<file path="config.mk">
export PLATFORM = sky130hd
export DESIGN_NAME = tt_vpu_ovi_monitor
export DESIGN_NICKNAME = d
export VERILOG_FILES = /design/src/rtl/tt_vpu_ovi_pkg.sv /design/src/rtl/tt_vpu_ovi_sb_entry.sv /design/src/rtl/tt_vpu_ovi_monitor.sv
export SDC_FILE = /design/constraint.sdc
export NUM_CORES = 1
export LEC_CHECK = 0
export BUFFER_PORTS_ARGS = -buffer_cell sky130_fd_sc_hd__clkbuf_2
export CAP_MARGIN = 20
export CORE_MARGIN = 3
export CORE_UTILIZATION = 45
export CTS_BUF_LIST = sky130_fd_sc_hd__clkbuf_8 sky130_fd_sc_hd__clkbuf_16
export DETAILED_ROUTE_END_ITERATION = 10
export SYNTH_ARGS = -nofsm -noshare
export SYNTH_HDL_FRONTEND = slang
export SYNTH_SLANG_ARGS = --single-unit
</file>
<file path="constraint.sdc">
create_clock -name clk -period 12.09 [get_ports clk]
set_clock_uncertainty 0.1 [all_clocks]
set_input_delay 0.6045 -clock clk [delete_from_list [all_inputs] [get_ports clk]]
set_output_delay 0.6045 -clock clk [all_outputs]
set_load 0.01 [all_outputs]
</file>
<file path="src/rtl/tt_vpu_ovi_pkg.sv">
// Shared types for the OVI protocol monitor: per-ID state encoding and error codes.
package tt_vpu_ovi_pkg;

    localparam int NUM_ERR = 10;
    localparam int ERR_W   = 4;

    typedef enum logic [1:0] {
        SB_IDLE   = 2'd0,
        SB_ISSUED = 2'd1,
        SB_SENIOR = 2'd2
    } sb_state_e;

    typedef enum logic [ERR_W-1:0] {
        ERR_ISSUE_BUSY    = 4'd0,
        ERR_DISP_STATE    = 4'd1,
        ERR_SENIOR_KILL   = 4'd2,
        ERR_CMPL_STATE    = 4'd3,
        ERR_CMPL_COLLIDE  = 4'd4,
        ERR_NO_CREDIT     = 4'd5,
        ERR_CREDIT_OVF    = 4'd6,
        ERR_MEM_UNDERFLOW = 4'd7,
        ERR_MEM_OVF       = 4'd8,
        ERR_TIMEOUT       = 4'd9
    } ovi_err_e;

endpackage

</file>
<file path="src/rtl/tt_vpu_ovi_sb_entry.sv">
// One tracked scoreboard ID: lifecycle FSM, senior watchdog and per-entry protocol error flags.
module tt_vpu_ovi_sb_entry
    import tt_vpu_ovi_pkg::*;
#(
    parameter int TIMEOUT = 4096
) (
    input  logic clk,
    input  logic reset_n,
    input  logic issue,
    input  logic senior,
    input  logic kill,
    input  logic cmpl,
    output logic active_next,
    output logic err_busy,
    output logic err_disp,
    output logic err_cmpl,
    output logic err_timeout
);

    // One spare count above TIMEOUT lets the counter park there so the timeout fires once.
    localparam int WD_W = $clog2(TIMEOUT + 2);
    localparam logic [WD_W-1:0] WD_LIMIT = WD_W'(TIMEOUT);
    localparam logic [WD_W-1:0] WD_PARK  = WD_W'(TIMEOUT + 1);

    sb_state_e       state, state_next;
    logic [WD_W-1:0] wd_cnt;

    always_ff @(posedge clk) begin
        if (!reset_n) state <= SB_IDLE;
        else          state <= state_next;
    end

    always_comb begin
        state_next = state;
        err_busy   = 1'b0;
        err_disp   = 1'b0;
        case (state)
            SB_IDLE: begin
                if (issue) begin
                    if (senior && !kill)      state_next = SB_SENIOR;
                    else if (kill && !senior) state_next = SB_IDLE;
                    else                      state_next = SB_ISSUED;
                end else begin
                    err_disp = senior || kill;
                end
            end
            SB_ISSUED: begin
                err_busy = issue;
                if (senior && !kill)      state_next = SB_SENIOR;
                else if (kill && !senior) state_next = SB_IDLE;
            end
            SB_SENIOR: begin
                err_busy = issue;
                err_disp = senior || kill;
                if (cmpl) state_next = SB_IDLE;
            end
            default: state_next = SB_IDLE;
        endcase
    end

    always_ff @(posedge clk) begin
        if (!reset_n || state != SB_SENIOR) wd_cnt <= '0;
        else if (wd_cnt != WD_PARK)         wd_cnt <= wd_cnt + 1'b1;
    end

    assign err_cmpl    = cmpl && (state != SB_SENIOR);
    assign err_timeout = (TIMEOUT != 0) && (state == SB_SENIOR) && (wd_cnt == WD_LIMIT);
    assign active_next = (state_next != SB_IDLE);

endmodule

</file>
<file path="src/rtl/tt_vpu_ovi_monitor.sv">
// Passive OVI protocol monitor: per-ID tracking, credit/memop accounting, registered sticky errors.
module tt_vpu_ovi_monitor
    import tt_vpu_ovi_pkg::*;
#(
    parameter int SB_ID_W       = 5,
    parameter int ISSUE_CREDITS = 4,
    parameter int MEM_CNT_W     = 6,
    parameter int TIMEOUT       = 4096
) (
    input  logic                               clk,
    input  logic                               reset_n,
    input  logic                               issue_valid,
    input  logic                               issue_credit,
    input  logic [SB_ID_W-1:0]                 issue_sb_id,
    input  logic                               dispatch_next_senior,
    input  logic                               dispatch_kill,
    input  logic [SB_ID_W-1:0]                 dispatch_sb_id,
    input  logic                               completed_valid,
    input  logic [SB_ID_W-1:0]                 completed_sb_id,
    input  logic                               memop_sync_start,
    input  logic                               memop_sync_end,
    output logic [NUM_ERR-1:0]                 err_sticky,
    output logic                               err_valid,
    output logic [ERR_W-1:0]                   err_code,
    output logic [SB_ID_W-1:0]                 err_sb_id,
    output logic [$clog2(ISSUE_CREDITS+1)-1:0] credits,
    output logic [SB_ID_W:0]                   outstanding,
    output logic [MEM_CNT_W-1:0]               pending_mem
);

    localparam int NUM_SB = 2 ** SB_ID_W;
    localparam int CR_W   = $clog2(ISSUE_CREDITS + 1);
    localparam int OUT_W  = SB_ID_W + 1;
    localparam logic [CR_W-1:0] CR_MAX = CR_W'(ISSUE_CREDITS);

    logic [NUM_SB-1:0]  active_next, busy_vec, disp_vec, cmpl_vec, to_vec;
    logic               dispatch_any;
    logic [NUM_ERR-1:0] err_now;
    logic [SB_ID_W-1:0] err_id [NUM_ERR];
    logic [SB_ID_W-1:0] to_id, sb_id_next;
    logic [ERR_W-1:0]   code_next;
    logic [OUT_W-1:0]   outstanding_next;
    logic               credit_ovf, no_credit, mem_under, mem_ovf;

    assign dispatch_any = dispatch_next_senior || dispatch_kill;

    for (genvar i = 0; i < NUM_SB; i++) begin : g_sb
        tt_vpu_ovi_sb_entry #(
            .TIMEOUT (TIMEOUT)
        ) u_entry (
            .clk         (clk),
            .reset_n     (reset_n),
            .issue       (issue_valid && issue_sb_id == SB_ID_W'(i)),
            .senior      (dispatch_next_senior && dispatch_sb_id == SB_ID_W'(i)),
            .kill        (dispatch_kill && dispatch_sb_id == SB_ID_W'(i)),
            .cmpl        (completed_valid && completed_sb_id == SB_ID_W'(i)),
            .active_next (active_next[i]),
            .err_busy    (busy_vec[i]),
            .err_disp    (disp_vec[i]),
            .err_cmpl    (cmpl_vec[i]),
            .err_timeout (to_vec[i])
        );
    end

    assign no_credit  = issue_valid && (credits == '0);
    assign credit_ovf = issue_credit && !issue_valid && (credits == CR_MAX);
    assign mem_under  = memop_sync_end && !memop_sync_start && (pending_mem == '0);
    assign mem_ovf    = memop_sync_start && !memop_sync_end && (pending_mem == '1);

    always_comb begin
        to_id = '0;
        for (int unsigned i = NUM_SB; i > 0; i--) begin
            if (to_vec[i-1]) to_id = SB_ID_W'(i - 1);
        end
    end

    always_comb begin
        outstanding_next = '0;
        for (int unsigned i = 0; i < NUM_SB; i++) begin
            outstanding_next = outstanding_next + OUT_W'(active_next[i]);
        end
    end

    always_comb begin
        err_now[ERR_ISSUE_BUSY]    = |busy_vec;
        err_now[ERR_DISP_STATE]    = |disp_vec;
        err_now[ERR_SENIOR_KILL]   = dispatch_next_senior && dispatch_kill;
        err_now[ERR_CMPL_STATE]    = |cmpl_vec;
        err_now[ERR_CMPL_COLLIDE]  = completed_valid &&
                                     ((issue_valid && issue_sb_id == completed_sb_id) ||
                                      (dispatch_any && dispatch_sb_id == completed_sb_id));
        err_now[ERR_NO_CREDIT]     = no_credit;
        err_now[ERR_CREDIT_OVF]    = credit_ovf;
        err_now[ERR_MEM_UNDERFLOW] = mem_under;
        err_now[ERR_MEM_OVF]       = mem_ovf;
        err_now[ERR_TIMEOUT]       = |to_vec;

        err_id[ERR_ISSUE_BUSY]    = issue_sb_id;
        err_id[ERR_DISP_STATE]    = dispatch_sb_id;
        err_id[ERR_SENIOR_KILL]   = dispatch_sb_id;
        err_id[ERR_CMPL_STATE]    = completed_sb_id;
        err_id[ERR_CMPL_COLLIDE]  = completed_sb_id;
        err_id[ERR_NO_CREDIT]     = issue_sb_id;
        err_id[ERR_CREDIT_OVF]    = '0;
        err_id[ERR_MEM_UNDERFLOW] = '0;
        err_id[ERR_MEM_OVF]       = '0;
        err_id[ERR_TIMEOUT]       = to_id;

        code_next  = '0;
        sb_id_next = '0;
        for (int unsigned i = NUM_ERR; i > 0; i--) begin
            if (err_now[i-1]) begin
                code_next  = ERR_W'(i - 1);
                sb_id_next = err_id[i-1];
            end
        end
    end

    // Counters saturate: an overflowing/underflowing update is flagged and dropped.
    always_ff @(posedge clk) begin
        if (!reset_n) begin
            credits     <= '0;
            pending_mem <= '0;
            outstanding <= '0;
            err_sticky  <= '0;
            err_valid   <= 1'b0;
            err_code    <= '0;
            err_sb_id   <= '0;
        end else begin
            if (issue_credit && !issue_valid && credits != CR_MAX) credits <= credits + 1'b1;
            else if (issue_valid && !issue_credit && credits != '0) credits <= credits - 1'b1;

            if (memop_sync_start && !memop_sync_end && pending_mem != '1) pending_mem <= pending_mem + 1'b1;
            else if (memop_sync_end && !memop_sync_start && pending_mem != '0) pending_mem <= pending_mem - 1'b1;

            outstanding <= outstanding_next;
            err_sticky  <= err_sticky | err_now;
            err_valid   <= |err_now;
            if (|err_now) begin
                err_code  <= code_next;
                err_sb_id <= sb_id_next;
            end
        end
    end

endmodule

</file>
==> impl_metrics.py <==
metrics = {
    "synth": {
        "synth_top_area_share_pct": 32.5,
        "ys_seq_area_share_pct": 32.5,
        "yosysUniqueCellTypes": 88,
        "postSynthCellCount": 3924,
        "yosysWarnings": 0,
        "synth.top_cells.by_area": "dfxtp_1, ha_1, nor2_1",
        "synth-edff-count": 0,
        "ys_ff_latch": 515,
        "yosysTopAreaCell": "dfxtp_1",
        "synthArstFlopShare_pct": 0,
        "synth_nets": 4305,
        "syn_avg_cell_area_um2": 8.08,
        "ys_dominant_reg_cell": "dfxtp_1",
        "netlist_area_um2": 31700,
    },
    "min_path": {
        "whs_path_depth": 2,
        "hold_path.class": "flip-flop to flip-flop",
    },
    "clocking": {
        "ctsHoldBuffers": 0,
        "ctsResizeCount": 0,
        "cts_setup_buffers": 0,
        "path_clk_slew_ns": 0.06,
        "cts-root-buf": "clkbuf_16",
        "cts.sinks": 515,
        "clkLatencyLatePin_ns": 0.63,
        "clockBufferDepth": 3,
        "cts_tree": "built",
        "cts_made_buffers": 57,
        "cts_htree_levels": 2,
    },
    "cells_and_area": {
        "fin_nets": 4324,
        "fill_cells": 6870,
        "layout_commonest_cell": "nor2_1",
        "layout-drive-gt1-share_pct": 4.97,
        "syn2layout_area_growth_pct": 9.40,
        "final_util_pct": 50.1,
        "final_cell_mix": "nor2_1, dfxtp_1, nand2_1, ha_1, inv_1",
    },
    "setup_path": {
        "path_max_fanout": 16,
        "cp.arrival_ns": 7.02,
        "rr_endpoint": "outstanding[4]",
        "end_kind": "flip-flop",
        "crit_required_ns": 12.47,
        "crit_type": "primary input to flip-flop",
        "reg2reg_slack_ns": 5.82,
        "ff2ff_path_depth": 22,
        "startpoint": "dispatch_sb_id[4]",
        "endpoint": "outstanding[4]",
        "start_kind": "primary input",
        "r2r_start": "g_sb[11].u_entry.state[0]",
    },
    "pwr": {
        "power_density_nw_per_um2": 108,
        "peakVddDrop_mv": 0.121,
        "p_leak_nw": 13.4,
    },
    "placed_design": {
        "dp.final_hpwl_um": 58900,
        "place_congestion": 0.949,
        "io_buffers": 58,
    },
    "route": {
        "routedWlPerCell_um": 16.1,
        "vias_per_cell": 5.35,
        "drt_iter0_drc": 1725,
        "ant_nets": 0,
        "drc": 0,
        "vias": 26300,
        "wirelength_um": 79400,
        "drt_first_pass_iters": 5,
    },
    "timing": {
        "hold_viol": 0,
        "post-route-period-util_pct": 54.9,
        "rsz0062_at_grt": "false",
        "slew_viol_final": 0,
        "fin_tns_setup_ns": 0,
        "setup_violations": 0,
        "worst_pin_slew_ns": 1.01,
        "finalCriticalPeriod_ns": 6.64,
        "fmax_ghz": 0.151,
        "worst_slew_margin_rel_pct": 31.9,
    },
    "floorplanning": {
        "core.rowCount": 96,
        "ioPinCount": 59,
        "die_x_um": 271,
        "die_area_um2": 73600,
        "coreArea_um2": 69200,
        "initial_core_util_pct": 45.8,
        "dieHeight_um": 271,
    },
    "global_route": {
        "gr-total-overflow": 0,
        "grt_pass1_vias": 24700,
        "antenna_found_initial": 3,
        "grt_max_degree": 52,
        "grt_pass1_wl_um": 129000,
        "grt_usage_pct": 21.2,
    },
    "outcome": {
        "outcome": "finished, final reports clean",
    },
    "run": {
        "drv_cap": 0,
    },
}
==> critical path: stages <==
cell      delay (ns)
clkbuf_2        0.16
and2_1          0.70
nand2_1         0.23
ha_1            0.26
nor2b_1         0.12
nor2b_1         0.13
o21ai_0         0.08
o21a_1          0.13
o21ai_0         0.32
fa_1            0.49
fa_1            0.54
fa_1            0.59
fa_1            0.46
fa_1            0.54
fa_1            0.56
ha_1            0.18
inv_1           0.06
fa_1            0.39
inv_1           0.07
a21o_1          0.10
a21oi_1         0.07
xor2_1          0.14
nor2_1          0.06
==> Yosys cell counts, types with 74 or more instances <==
cell	n
nor2_1	546
dfxtp_1	515
nand2_1	387
ha_1	331
inv_1	277
xor2_1	216
nand3_1	207
o21ai_0	203
xnor2_1	134
a21oi_1	133
and3_1	107
nand4_1	83
nor2b_1	81
nor3_1	74
==> state kept, by name, summed over array words and instances (netlist names) <==
name and cells:
g_sb.u_entry.wd_cnt 416, g_sb.u_entry.state 64, err_sticky 10, outstanding 6, pending_mem 6, err_sb_id 5, err_code 4, credits 3
err_valid 1
==> metrics by stage <==
step                      instances  total power, mW  instance area [µm²]  hold WS (ns)  worst slack, ns
after floorplan                3924             1.94                31700         0.353             5.69
after CTS                      4917             3.80                34700         0.355             5.52
after detailed placement       4815             2.03                32800         0.344             4.88
after global placement         4815             2.02                32800         0.337             4.98
final                          4919             3.74                34700         0.348             5.45
after global routing           4917             3.89                34700         0.374             5.13
==> routing by layer <==
| layer | routed length [µm] | global-route usage, % | up-vias |
|---|---|---|---|
| met5 | 0 | 0 | - |
| met4 | 2350 | 6.61 | 0 |
| met3 | 4970 | 3.84 | 139 |
| met2 | 33900 | 33.3 | 570 |
| met1 | 38200 | 29.6 | 12300 |
| li1 | - | - | 13300 |
==> report_power, final <==
group	switching [mW]	internal, mW	leakage [nW]
combinational	0.166	0.0936	8.27
sequential	0.0180	1.71	4.15
clock	0.715	1.03	0.999
total	0.900	2.84	13.4
==> worst min path at each step <==
stage,from,end,slack [ns]
3_5_place_dp,err_sticky[3],err_sticky[3],0.34
2_1_floorplan,g_sb[23].u_entry.wd_cnt[12],g_sb[23].u_entry.wd_cnt[12],0.35
6_report,err_sticky[3],err_sticky[3],0.35
5_1_grt,err_sticky[3],err_sticky[3],0.37
3_3_place_gp,err_sticky[9],err_sticky[9],0.34
4_1_cts,err_sticky[3],err_sticky[3],0.36
==> layout make-up <==
class / instances / area, µm² / area share (%)
Multi-Input combinational cell: 3022 / 19900 / 57.3
Sequential cell: 515 / 10300 / 29.7
Clock buffer: 69 / 1590 / 4.59
Tap cell: 931 / 1160 / 3.36
Inverter: 278 / 1040 / 3.01
Timing Repair Buffer: 69 / 375 / 1.08
Clock inverter: 33 / 304 / 0.877
Antenna cell: 2 / 5.00 / 0.0144
==> kinds of logic after synthesis <==
family                   after synthesis  synth area share, %
AO/OA/AOI/OAI                        495                 9.45
flip-flops                           515                 32.5
adder cells (fa/ha/maj)              357                 14.7
AND/OR/NAND/NOR                     1805                 28.3
multiplexers                          15                0.509
buffers and inverters                387                 4.78
XOR/XNOR                             350                 9.67
(Power assumes the default switching activity.)
